--- src/rtl/pipelined_cla_addsub_pkg.sv ---
// Shared constants for the pipelined CLA adder/subtractor.
// Holds the default operand width, the default CLA group width and the op encoding.
package pipelined_cla_addsub_pkg;

  localparam int DEF_WIDTH = 32;
  localparam int DEF_BLOCK = 8;

  typedef enum logic {
    OP_ADD = 1'b0,
    OP_SUB = 1'b1
  } op_e;

endpackage

--- src/rtl/pipelined_cla_addsub_if.sv ---
// Operand/result bus of the pipelined CLA adder/subtractor.
// Input side:  in_valid/in_ready handshake, a, b, cin, op_sub.
// Output side: out_valid/out_ready handshake, sum, cout, ovf, zero.
// master = producer/consumer (testbench or upstream logic), slave = the adder.
interface pipelined_cla_addsub_if
  import pipelined_cla_addsub_pkg::*;
#(
  parameter int WIDTH = DEF_WIDTH
);

  logic             in_valid;
  logic             in_ready;
  logic [WIDTH-1:0] a;
  logic [WIDTH-1:0] b;
  logic             cin;
  logic             op_sub;
  logic             out_valid;
  logic             out_ready;
  logic [WIDTH-1:0] sum;
  logic             cout;
  logic             ovf;
  logic             zero;

  modport master (
    output in_valid, a, b, cin, op_sub, out_ready,
    input  in_ready, out_valid, sum, cout, ovf, zero
  );

  modport slave (
    input  in_valid, a, b, cin, op_sub, out_ready,
    output in_ready, out_valid, sum, cout, ovf, zero
  );

endinterface

--- src/rtl/pipelined_cla_addsub_cla_block.sv ---
// cla_block: purely combinational BLOCK-bit carry-lookahead adder.
// Ports: x, y (BLOCK-bit addends), ci (carry in) -> s (BLOCK-bit sum), co (carry out).
module cla_block
  import pipelined_cla_addsub_pkg::*;
#(
  parameter int BLOCK = DEF_BLOCK
) (
  input  logic [BLOCK-1:0] x,
  input  logic [BLOCK-1:0] y,
  input  logic             ci,
  output logic [BLOCK-1:0] s,
  output logic             co
);

  logic [BLOCK-1:0] g;
  logic [BLOCK-1:0] p;
  logic [BLOCK:0]   c;

  assign g    = x & y;
  assign p    = x ^ y;
  assign c[0] = ci;

  // Each carry is a flat sum of products: generate at bit j propagated
  // through bits j+1..i, plus the carry-in propagated through bits 0..i.
  for (genvar i = 0; i < BLOCK; i++) begin : g_carry
    logic [i+1:0] term;
    assign term[0] = g[i];
    for (genvar j = 0; j < i; j++) begin : g_term
      assign term[j+1] = g[j] & (&p[i:j+1]);
    end
    assign term[i+1] = ci & (&p[i:0]);
    assign c[i+1]    = |term;
  end

  assign s  = p ^ c[BLOCK-1:0];
  assign co = c[BLOCK];

endmodule

--- src/rtl/pipelined_cla_addsub.sv ---
// pipelined_cla_addsub: WIDTH-bit add/subtract, one CLA group resolved per stage.
// Ports: clk, rst_n (async, active-low), bus (slave side of pipelined_cla_addsub_if).
// Latency NGROUPS cycles, one operation per cycle, whole pipe stalls on back-pressure.
module pipelined_cla_addsub
  import pipelined_cla_addsub_pkg::*;
#(
  parameter int WIDTH = DEF_WIDTH,
  parameter int BLOCK = DEF_BLOCK
) (
  input  logic                   clk,
  input  logic                   rst_n,
  pipelined_cla_addsub_if.slave  bus
);

  localparam int NGROUPS = WIDTH / BLOCK;

  if ((BLOCK < 1) || (WIDTH % BLOCK != 0)) begin : g_bad_cfg
    $error("pipelined_cla_addsub: WIDTH must be a multiple of BLOCK");
  end

  logic             sub_en;
  logic [WIDTH-1:0] b_eff;
  logic             c_eff;
  logic             adv;
  logic             accept;
  logic             out_v;

  // Subtraction is a + ~b + !cin, so cout reads as NOT borrow.
  assign sub_en = (op_e'(bus.op_sub) == OP_SUB);
  assign b_eff  = sub_en ? ~bus.b : bus.b;
  assign c_eff  = sub_en ? ~bus.cin : bus.cin;

  assign adv          = !out_v || bus.out_ready;
  assign accept       = bus.in_valid && adv;
  assign bus.in_ready = adv;

  for (genvar k = 0; k < NGROUPS; k++) begin : g_stage
    logic [BLOCK-1:0]         x;
    logic [BLOCK-1:0]         y;
    logic [BLOCK-1:0]         s;
    logic                     ci;
    logic                     co;
    logic                     vin;
    logic [(k+1)*BLOCK-1:0]   s_nx;
    logic                     v_q;
    logic                     c_q;
    logic [(k+1)*BLOCK-1:0]   s_q;

    if (k == 0) begin : g_head
      assign x    = bus.a[BLOCK-1:0];
      assign y    = b_eff[BLOCK-1:0];
      assign ci   = c_eff;
      assign vin  = accept;
      assign s_nx = s;
    end else begin : g_body
      assign x    = g_stage[k-1].g_fwd.a_q[BLOCK-1:0];
      assign y    = g_stage[k-1].g_fwd.b_q[BLOCK-1:0];
      assign ci   = g_stage[k-1].c_q;
      assign vin  = g_stage[k-1].v_q;
      assign s_nx = {s, g_stage[k-1].s_q};
    end

    cla_block #(.BLOCK(BLOCK)) u_cla (
      .x  (x),
      .y  (y),
      .ci (ci),
      .s  (s),
      .co (co)
    );

    always_ff @(posedge clk or negedge rst_n) begin
      if (!rst_n) v_q <= 1'b0;
      else if (adv) v_q <= vin;
    end

    always_ff @(posedge clk) begin
      if (adv) begin
        c_q <= co;
        s_q <= s_nx;
      end
    end

    // Operand groups not yet resolved ride along, shrinking by one group per stage.
    if (k < NGROUPS - 1) begin : g_fwd
      localparam int RW = WIDTH - (k + 1) * BLOCK;
      logic [RW-1:0] a_q;
      logic [RW-1:0] b_q;
      if (k == 0) begin : g_src
        always_ff @(posedge clk) begin
          if (adv) begin
            a_q <= bus.a[WIDTH-1:BLOCK];
            b_q <= b_eff[WIDTH-1:BLOCK];
          end
        end
      end else begin : g_src
        always_ff @(posedge clk) begin
          if (adv) begin
            a_q <= g_stage[k-1].g_fwd.a_q[RW+BLOCK-1:BLOCK];
            b_q <= g_stage[k-1].g_fwd.b_q[RW+BLOCK-1:BLOCK];
          end
        end
      end
    end

    // The top group carries the sign bits, so overflow and zero are settled here.
    if (k == NGROUPS - 1) begin : g_tail
      logic ovf_q;
      logic zero_q;
      always_ff @(posedge clk) begin
        if (adv) begin
          ovf_q  <= (x[BLOCK-1] == y[BLOCK-1]) && (s[BLOCK-1] != x[BLOCK-1]);
          zero_q <= (s_nx == '0);
        end
      end
    end
  end

  // Datapath registers are unreset; gating with the valid bit keeps idle outputs at 0.
  assign out_v         = g_stage[NGROUPS-1].v_q;
  assign bus.out_valid = out_v;
  assign bus.sum       = out_v ? g_stage[NGROUPS-1].s_q : '0;
  assign bus.cout      = out_v & g_stage[NGROUPS-1].c_q;
  assign bus.ovf       = out_v & g_stage[NGROUPS-1].g_tail.ovf_q;
  assign bus.zero      = out_v & g_stage[NGROUPS-1].g_tail.zero_q;

endmodule

--- src/flat_wrapper.sv ---
// flat-port wrapper written by rule: the top's interface ports become plain ports
module pipelined_cla_addsub_flat import pipelined_cla_addsub_pkg::*;
#(
  parameter int WIDTH = DEF_WIDTH,
  parameter int BLOCK = DEF_BLOCK
)
  (clk, rst_n, bus_in_valid, bus_a, bus_b, bus_cin, bus_op_sub, bus_out_ready, bus_in_ready, bus_out_valid, bus_sum, bus_cout, bus_ovf, bus_zero);
  pipelined_cla_addsub_if #(.WIDTH(WIDTH)) bus_i ();
  input  logic clk;
  input  logic rst_n;
  input wire logic [$bits(bus_i.in_valid)-1:0] bus_in_valid;
  input wire logic [$bits(bus_i.a)-1:0] bus_a;
  input wire logic [$bits(bus_i.b)-1:0] bus_b;
  input wire logic [$bits(bus_i.cin)-1:0] bus_cin;
  input wire logic [$bits(bus_i.op_sub)-1:0] bus_op_sub;
  input wire logic [$bits(bus_i.out_ready)-1:0] bus_out_ready;
  output wire logic [$bits(bus_i.in_ready)-1:0] bus_in_ready;
  output wire logic [$bits(bus_i.out_valid)-1:0] bus_out_valid;
  output wire logic [$bits(bus_i.sum)-1:0] bus_sum;
  output wire logic [$bits(bus_i.cout)-1:0] bus_cout;
  output wire logic [$bits(bus_i.ovf)-1:0] bus_ovf;
  output wire logic [$bits(bus_i.zero)-1:0] bus_zero;
  assign bus_i.in_valid = bus_in_valid;
  assign bus_i.a = bus_a;
  assign bus_i.b = bus_b;
  assign bus_i.cin = bus_cin;
  assign bus_i.op_sub = bus_op_sub;
  assign bus_i.out_ready = bus_out_ready;
  assign bus_in_ready = bus_i.in_ready;
  assign bus_out_valid = bus_i.out_valid;
  assign bus_sum = bus_i.sum;
  assign bus_cout = bus_i.cout;
  assign bus_ovf = bus_i.ovf;
  assign bus_zero = bus_i.zero;
  pipelined_cla_addsub #(.WIDTH(WIDTH), .BLOCK(BLOCK)) u_core (.clk(clk), .rst_n(rst_n), .bus(bus_i));
endmodule
--- config.mk ---
export PLATFORM = sky130hd
export DESIGN_NAME = pipelined_cla_addsub_flat
export DESIGN_NICKNAME = d
export VERILOG_FILES = /design/src/rtl/pipelined_cla_addsub_pkg.sv /design/src/rtl/pipelined_cla_addsub_if.sv /design/src/rtl/pipelined_cla_addsub_cla_block.sv /design/src/rtl/pipelined_cla_addsub.sv /design/src/flat_wrapper.sv
export SDC_FILE = /design/constraint.sdc
export NUM_CORES = 1
export LEC_CHECK = 0
export ABC_AREA = 1
export BUFFER_PORTS_ARGS = -buffer_cell sky130_fd_sc_hd__buf_2
export CAP_MARGIN = 20
export CORE_ASPECT_RATIO = 0.5
export CORE_MARGIN = 3
export CORE_UTILIZATION = 43
export DETAILED_ROUTE_END_ITERATION = 8
export GPL_ROUTABILITY_DRIVEN = 0
export SETUP_SLACK_MARGIN = 0.1
export SLEW_MARGIN = 20
export SYNTH_ARGS = -nofsm -noshare
export SYNTH_HDL_FRONTEND = slang
export SYNTH_HIERARCHICAL = 1
export SYNTH_SLANG_ARGS = --single-unit
--- constraint.sdc ---
create_clock -name clk -period 6.74 [get_ports clk]
set_clock_uncertainty 0.15 [all_clocks]
set_input_delay 0.674 -clock clk [delete_from_list [all_inputs] [get_ports clk]]
set_output_delay 0.674 -clock clk [all_outputs]
set_load 0.03 [all_outputs]
==> impl_results.md, run 1 <==
- CTS tree: yes
- Tot GR Track Use: 13.38%
- Clock buffer count from CTS: 17
- H-Tree Depth: 4
- Vias in the first global route: 4677
- Synth Area in Compound Gates: 1.221%
- R2r setup slk: 4.31 ns
- Reg clk slew, reported paths: 0.07 ns
- Power Dens Cells: 457.9 nW/µm²
- Routed vias: 4856
- Maximum clock rate: 395.5 MHz
- I/O pin count: 107
- Synthesized instance count: 685
- Routed Antenna Nets: 0
- Tmin final: 2.528 ns
- Distinct cells, synth: 19
- Final Util: 53.10%
- Peak VDD IR: 0.2209 mV
- Layout cell share with drive strength beyond 1: 17.58%
- Commonest cells post-synth: 182 x edfxtp_1, 173 x nand2_1, 98 x inv_1
- Synthesized flop and latch total: 186
- 1st-pass router iterations: 5
- RSZ-0062 raised after global routing: false
- Avg WL per Cell: 12.70 µm
- Worst r2r dst: u_core/g_stage[3].g_tail.zero_q$_DFFE_PP_
- Setup crit end kind: output pin
- Worst slew margin: 41.27%
- Highest metal used: met4
- Synth top area share: 66.69%
- Main combinational cell family by area after synthesis: simple AND/OR/NAND/NOR gates
- Post-synth top area cell: edfxtp_1
- Worst-Skew Late Latency: 0.42 ns
- IO buf count: 106
- # DRC: 0
- Synth Area in Adders: 5.863%
- Max Cap Viol: 0
- Largest cells by area after synthesis: edfxtp_1 67%, nand2_1 7.9%, ha_1 4.9%
- Hold WS: 0.2548 ns
- Antenna violations before repair: 0
- Synth Net Count: 791
- Die W: 201.2 µm
- Number of enable flip-flop cells after synthesis: 182
- Mapped Area: 8195 µm²
- Syn avg cell area: 11.96 µm²
- Wire length on met1: 6142 µm
- Kind of critical path: input pin to output pin
- RR Startpoint: u_core/g_stage[2].g_fwd.b_q[3]$_DFFE_PP_
- Post-CTS Setup Inserts: 0
- CTS sink count: 186
- Row count: 34
- Critical path required time: 5.92 ns
- Count leader, synth: edfxtp_1
- Final Hold Fails: 0
- Hold path start: u_core/g_stage[0].s_q[2]$_DFFE_PP_
- CP max stage delay: 0.50 ns
- Startpoint types: input pin
- Post-synthesis mux area share: 0%
- Initial Utilization: 45.54%
- Setup violations, final: 0
- Met3 WL: 493 µm
- Dpl hpwl: 9443 µm
- CP max-delay cell: nand2_4
- Worst-margin pin slew: 0.8810 ns
- Crit path DAT: 1.70 ns
- DRT iter0 DRCs: 318
- Via/cell ratio: 4.534
- Core ar.: 17990 µm²
- Final slew viol count: 0
- XOR/XNOR Fraction of Synth Area: 5.237%
- Worst hold stages: 0
- YS warnings: 6
- Critical path peak fanout: 54
- Routed WL: 13600 µm
- Leakage Power: 4.385 nW
- GRT Residual Overflow: 0
- Synth async-reset ratio: 2.151%
- Hold EP: u_core/g_stage[1].s_q[2]$_DFFE_PP_
- Critical path, cell by cell: buf_2 -> inv_1 -> nand2_4 -> buf_2
- Pin count of the biggest net entering global routing: 73
- R2R depth: 14
- WL met2: 6868 µm
- Clk root buf: clkbuf_16
- Setup TNS: 0 ns
- Synth Area in Simple Gates: 13.86%
- Status: finished, final reports clean
- Clock Path Buffers: 2
- Post-synthesis sequential area ratio: 67.91%
- First-pass GRT wire length: 22340 µm
- Nets: 912
- Die Y: 103.6 µm
- CP most frequent cell: buf_2
- Synth Flop Type: edfxtp_1
- # diodes: 0
- P&R area growth vs syn: 16.60%
- Tcrit/Tclk final: 37.51%
- Die footprint: 20850 µm²
- Worst hold-check path type: register to register
kinds of logic (layout without fill, tap and decap cells):
group,count (synthesis),count (layout)
AND/OR/NAND/NOR,286,286
flip-flops,186,186
buffers and inverters,110,244
XOR/XNOR,49,49
adder cells (fa/ha/maj),36,36
AO/OA/AOI/OAI,18,18
worst max-delay path by stage:
stage / startpoint / endpoint / slack [ns] / cells after the start
after floorplan: bus_out_ready / bus_in_ready / 1.07 / 2
after global placement: bus_op_sub / u_core/g_stage[0].c_q$_DFFE_PP_ / 3.59 / 11
after detailed placement: bus_op_sub / u_core/g_stage[0].s_q[7]$_DFFE_PP_ / 3.52 / 11
after CTS: bus_op_sub / u_core/g_stage[0].s_q[7]$_DFFE_PP_ / 3.96 / 11
after global routing: u_core/bus.out_valid$_DFFE_PN0P_ / bus_in_ready / 4.07 / 2
final: bus_out_ready / bus_in_ready / 4.21 / 4
flip-flops by register name, indices dropped and copies added (netlist names):
register	flops
u_core/g_stage.s_q	80
u_core/g_stage.g_fwd.a_q	48
u_core/g_stage.g_fwd.b_q	48
u_core/g_stage.c_q	4
u_core/g_stage.v_q	3
u_core/bus.out_valid	1
u_core/g_stage.g_tail.ovf_q	1
u_core/g_stage.g_tail.zero_q	1
cell type report:
type	instances	area, µm²
Inverter	102	382.9
Multi-Input combinational cell	389	2153
Clock inverter	11	112.6
Timing Repair Buffer	110	565.5
Fill cell	1544	8439
Clock buffer	21	460.4
Tap cell	252	315.3
Sequential cell	186	5565
per-layer routing:
layer / up-vias / GRT usage [%]
met5: - / 0
met4: 0 / 4.575
met3: 9 / 3.008
met2: 87 / 22.36
met1: 2261 / 17.40
li1: 2499 / -
placed cells by master, fill, tap and decap left out, types with 5 or more instances in the layout:
cell       count
o21ai_0        5
a21oi_1        9
buf_2        105
nor2_1        67
inv_1         98
edfxtp_1     182
nand2_1      172
ha_1          32
xor2_1        41
nand3_1       38
xnor2_1        8
clkbuf_16     17
critical path: cells and delay by family:
family | cells | cell delay, ns
simple gates | 1 | 0.50
buf+inv | 3 | 0.48
power by group:
part,leakage (nW),switching [W],total (W),internal (W)
Sequential,1.90,0.000143,0.00203,0.00188
Combinational,2.21,0.000963,0.00139,0.000430
Clock,0.266,0.000422,0.000956,0.000534
Total,4.38,0.00153,0.00438,0.00285
stage by stage:
step                power, W  instance area (µm²)  cells  setup slack, ns
CTS                 0.004434                 9553   1071            3.965
finish              0.004375                 9555   1071            4.212
detailed placement  0.003456                 8970   1038            3.522
floorplan           0.003120                 8195    685            1.067
global route        0.004690                 9555   1071            4.075
global placement    0.003418                 8970   1038            3.590
timing repair:
item | CTS | global route
gates resized for setup | 0 | 0
hold endpoints to repair | 4 | 0
hold buffers | 1 | 0
(Power assumes the default switching activity.)
==> run 2, diff against run 1 <==
--- a/config.mk
+++ b/config.mk
@@ -5,7 +5,7 @@
 export SDC_FILE = /design/constraint.sdc
 export NUM_CORES = 1
 export LEC_CHECK = 0
-export ABC_AREA = 1
+export ABC_AREA = 0
 export BUFFER_PORTS_ARGS = -buffer_cell sky130_fd_sc_hd__buf_2
 export CAP_MARGIN = 20
 export CORE_ASPECT_RATIO = 0.5
@@ -13,6 +13,7 @@
 export CORE_UTILIZATION = 43
 export DETAILED_ROUTE_END_ITERATION = 8
 export GPL_ROUTABILITY_DRIVEN = 0
+export PLACE_DENSITY = 0.65
 export SETUP_SLACK_MARGIN = 0.1
 export SLEW_MARGIN = 20
 export SYNTH_ARGS = -nofsm -noshare
==> constraint.sdc (replaced) <==
create_clock -name clk -period 2.1 [get_ports clk]
set_clock_uncertainty 0.15 [all_clocks]
set_input_delay 0.21 -clock clk [delete_from_list [all_inputs] [get_ports clk]]
set_output_delay 0.21 -clock clk [all_outputs]
set_load 0.03 [all_outputs]
==> run 2 against run 1 <==
Net effect:
- the flow now finishes with violations (setup timing)
- worst hold slack worse by 0.21 ns
- sequential share of layout area is 1.7 points lower
- final cell count is 18% lower
- sequential power grew to 3.1 times the previous value
- critical path type is now register to register
- largest cell class unchanged
- largest power group unchanged
==> impl_results.md, run 2 <==
- # diodes: 0
- Critical path required time: 2.22 ns
- Crit path DAT: 2.55 ns
- Initial Utilization: 45.10%
- Die Y: 99.88 µm
- Post-synth top area cell: edfxtp_1
- Synthesized instance count: 439
- Dpl hpwl: 8503 µm
- Post-synthesis sequential area ratio: 73.44%
- GRT Residual Overflow: 0
- Count leader, synth: edfxtp_1
- First-pass GRT wire length: 20610 µm
- Worst-Skew Late Latency: 0.42 ns
- Worst-margin pin slew: 0.4997 ns
- YS warnings: 6
- Tot GR Track Use: 13.78%
- Vias in the first global route: 4281
- Number of enable flip-flop cells after synthesis: 182
- Worst slew margin: 66.38%
- Violated checks: setup timing
- Tcrit/Tclk final: 115.5%
- Worst hold-check path type: input pin to register
- Antenna violations before repair: 0
- R2r setup slk: -0.33 ns
- Reg clk slew, reported paths: 0.07 ns
- GRT Max-Usage Layer: met2
- Max Cap Viol: 0
- Max reg flops: 80
- Worst hold stages: 3
- Mapped Area: 7579 µm²
- DRT iter0 DRCs: 231
- IO buf count: 106
- Synth Flop Type: edfxtp_1
- Top Registers: u_core/g_stage.s_q (80), u_core/g_stage.g_fwd.a_q (48), u_core/g_stage.g_fwd.b_q (48)
- Largest cells by area after synthesis: edfxtp_1 72%, ha_1 5.3%, xor2_1 4.4%
- Syn avg cell area: 17.26 µm²
- 1st-pass router iterations: 4
- Leakage Power: 3.972 nW
- RSZ-0062 raised after global routing: true
- Setup violations, final: 4
- Startpoint types: register
- Synth top area share: 72.11%
- Met2 GRT Util: 23.50%
- Worst setup margin: -0.3264 ns
- Die footprint: 19350 µm²
- RR Startpoint: u_core/g_stage[2].g_fwd.b_q[3]$_DFFE_PP_
- Row count: 33
- R2R depth: 8
- Final slew viol count: 0
- Maximum clock rate: 412.1 MHz
- Peak VDD IR: 0.9134 mV
- I/O pin count: 107
- Setup crit end kind: register
- Via/cell ratio: 4.697
- Core ar.: 16800 µm²
- Tmin final: 2.426 ns
- # DRC: 0
- Commonest cells post-synth: 182 x edfxtp_1, 38 x xor2_1, 33 x and2_1
- Final Hold Fails: 0
- Hold EP: u_core/g_stage[0].c_q$_DFFE_PP_
- Status: complete, but fails checks
- Commonest non-fill, non-tap cell in the layout: edfxtp_1
- Distinct cells, synth: 41
- Clk root buf: clkbuf_16
- Pin count of the biggest net entering global routing: 86
- Setup WS pre-CTS: -0.3302 ns
- Die W: 193.7 µm
- Nets: 748
- Hold path start: bus_a[7]
- Clock Path Buffers: 2
- Critical path peak fanout: 3
- CTS sink count: 186
- Power Dens Cells: 1402 nW/µm²
- Worst r2r dst: u_core/g_stage[3].g_tail.zero_q$_DFFE_PP_
- Routed vias: 4143
- Routed WL: 12930 µm
- P&R area growth vs syn: 29.85%
- Kind of critical path: register to register
- GR met3 Demand/Resource: 4.225%
- Avg WL per Cell: 14.66 µm
- Setup TNS: -0.6518 ns
- Synth Net Count: 545
- CTS tree: yes
- Clock buffer count from CTS: 17
- Synth async-reset ratio: 2.151%
- H-Tree Depth: 4
- Met1 usage: 16.79%
- Final Util: 58.56%
- Largest Register: u_core/g_stage.s_q
- Routed Antenna Nets: 0
- Synthesized flop and latch total: 186
- Layout cell share with drive strength beyond 1: 31.15%
- Commonest non-fill, non-tap cells in the layout: 182 x edfxtp_1, 106 x buf_2, 51 x dlygate4sd3_1
run 2: cell count changes in the layout (fill, tap and decap cells not counted), sizes merged, moves of 8 or more:
cell         change
and2            +41
xnor2            +8
nor2            -58
nor4             +8
buf             +31
dlygate4sd3     +50
nand3           -33
a21o             +8
inv             -79
nand2          -164
run 2: worst max path at each step:
stage,startpoint,to,slack [ns]
detailed placement,u_core/g_stage[2].g_fwd.b_q[0]$_DFFE_PP_,u_core/g_stage[3].g_tail.zero_q$_DFFE_PP_,-0.33
global route,u_core/g_stage[2].g_fwd.b_q[0]$_DFFE_PP_,u_core/g_stage[3].g_tail.zero_q$_DFFE_PP_,-0.44
floorplan,u_core/bus.out_valid$_DFFE_PN0P_,u_core/g_stage[0].c_q$_DFFE_PP_,-2.01
CTS,u_core/g_stage[2].g_fwd.b_q[0]$_DFFE_PP_,u_core/g_stage[3].g_tail.zero_q$_DFFE_PP_,-0.28
global placement,u_core/g_stage[2].g_fwd.b_q[0]$_DFFE_PP_,u_core/g_stage[3].g_tail.zero_q$_DFFE_PP_,-0.23
finish,u_core/g_stage[2].g_fwd.b_q[3]$_DFFE_PP_,u_core/g_stage[3].g_tail.zero_q$_DFFE_PP_,-0.33
run 2: power by group:
group / internal [W] / total (W) / switching, W
Clock: 0.00167 / 0.00306 / 0.00140
Sequential: 0.00589 / 0.00636 / 0.000472
Combinational: 0.00180 / 0.00437 / 0.00257
run 2: stage by stage:
stage          power (W)  instances  cell area (µm²)  hold WS, ns
5_1_grt          0.01459        882             9841      0.04919
3_3_place_gp     0.01045        795             8667      -0.1349
2_1_floorplan   0.009230        439             7645      -0.2356
4_1_cts          0.01379        879             9764      0.02227
3_5_place_dp     0.01058        795             8667      -0.1325
6_report         0.01380        882             9841      0.04152
run 2: routing by layer:
metal | part of all wire, % | vias up | wire length, µm
met2 | 50 | 69 | 6407
li1 | - | 2062 | -
met3 | 3.7 | 20 | 472
met5 | 0 | - | 0
met4 | 1.6 | 0 | 206
met1 | 45 | 1992 | 5844
run 2: layout make-up:
type | count | area, µm²
fillers | 1283 | 6964
flip-flops and latches | 186 | 5567
inverters | 18 | 71.32
clock inverters | 13 | 130.1
repair buffers | 191 | 1350
multi-input cells | 228 | 2006
well taps | 227 | 284.0
clock buffers | 19 | 432.9
run 2: worst max-delay path, stage by stage (launching register included):
cell and delay (ns):
edfxtp_1 0.42, ha_4 0.27, and2_4 0.16, a41o_1 0.26, o211a_1 0.23, o311a_4 0.33
nor4_4 0.20, nand4_1 0.11, nor2_1 0.14
run 2: timing repair:
action                                  CTS  global route
gates resized for setup                   3            11
hold buffers                             51             0
endpoints found under the hold margin    53             0
endpoints found under the setup margin    7            11
pin swaps                                 4             8
setup buffers                             1             3
run 2: cells by family (layout without fill, tap and decap cells):
logic type | after synthesis | count (layout) | share of synthesized area (%)
flops | 186 | 186 | 73.44
fa+ha+maj | 36 | 36 | 6.340
xor+xnor | 54 | 54 | 6.241
buf+inv | 25 | 241 | 1.634
mux | 3 | 3 | 0.5943
simple gates | 83 | 83 | 6.538
compound gates | 52 | 52 | 5.217
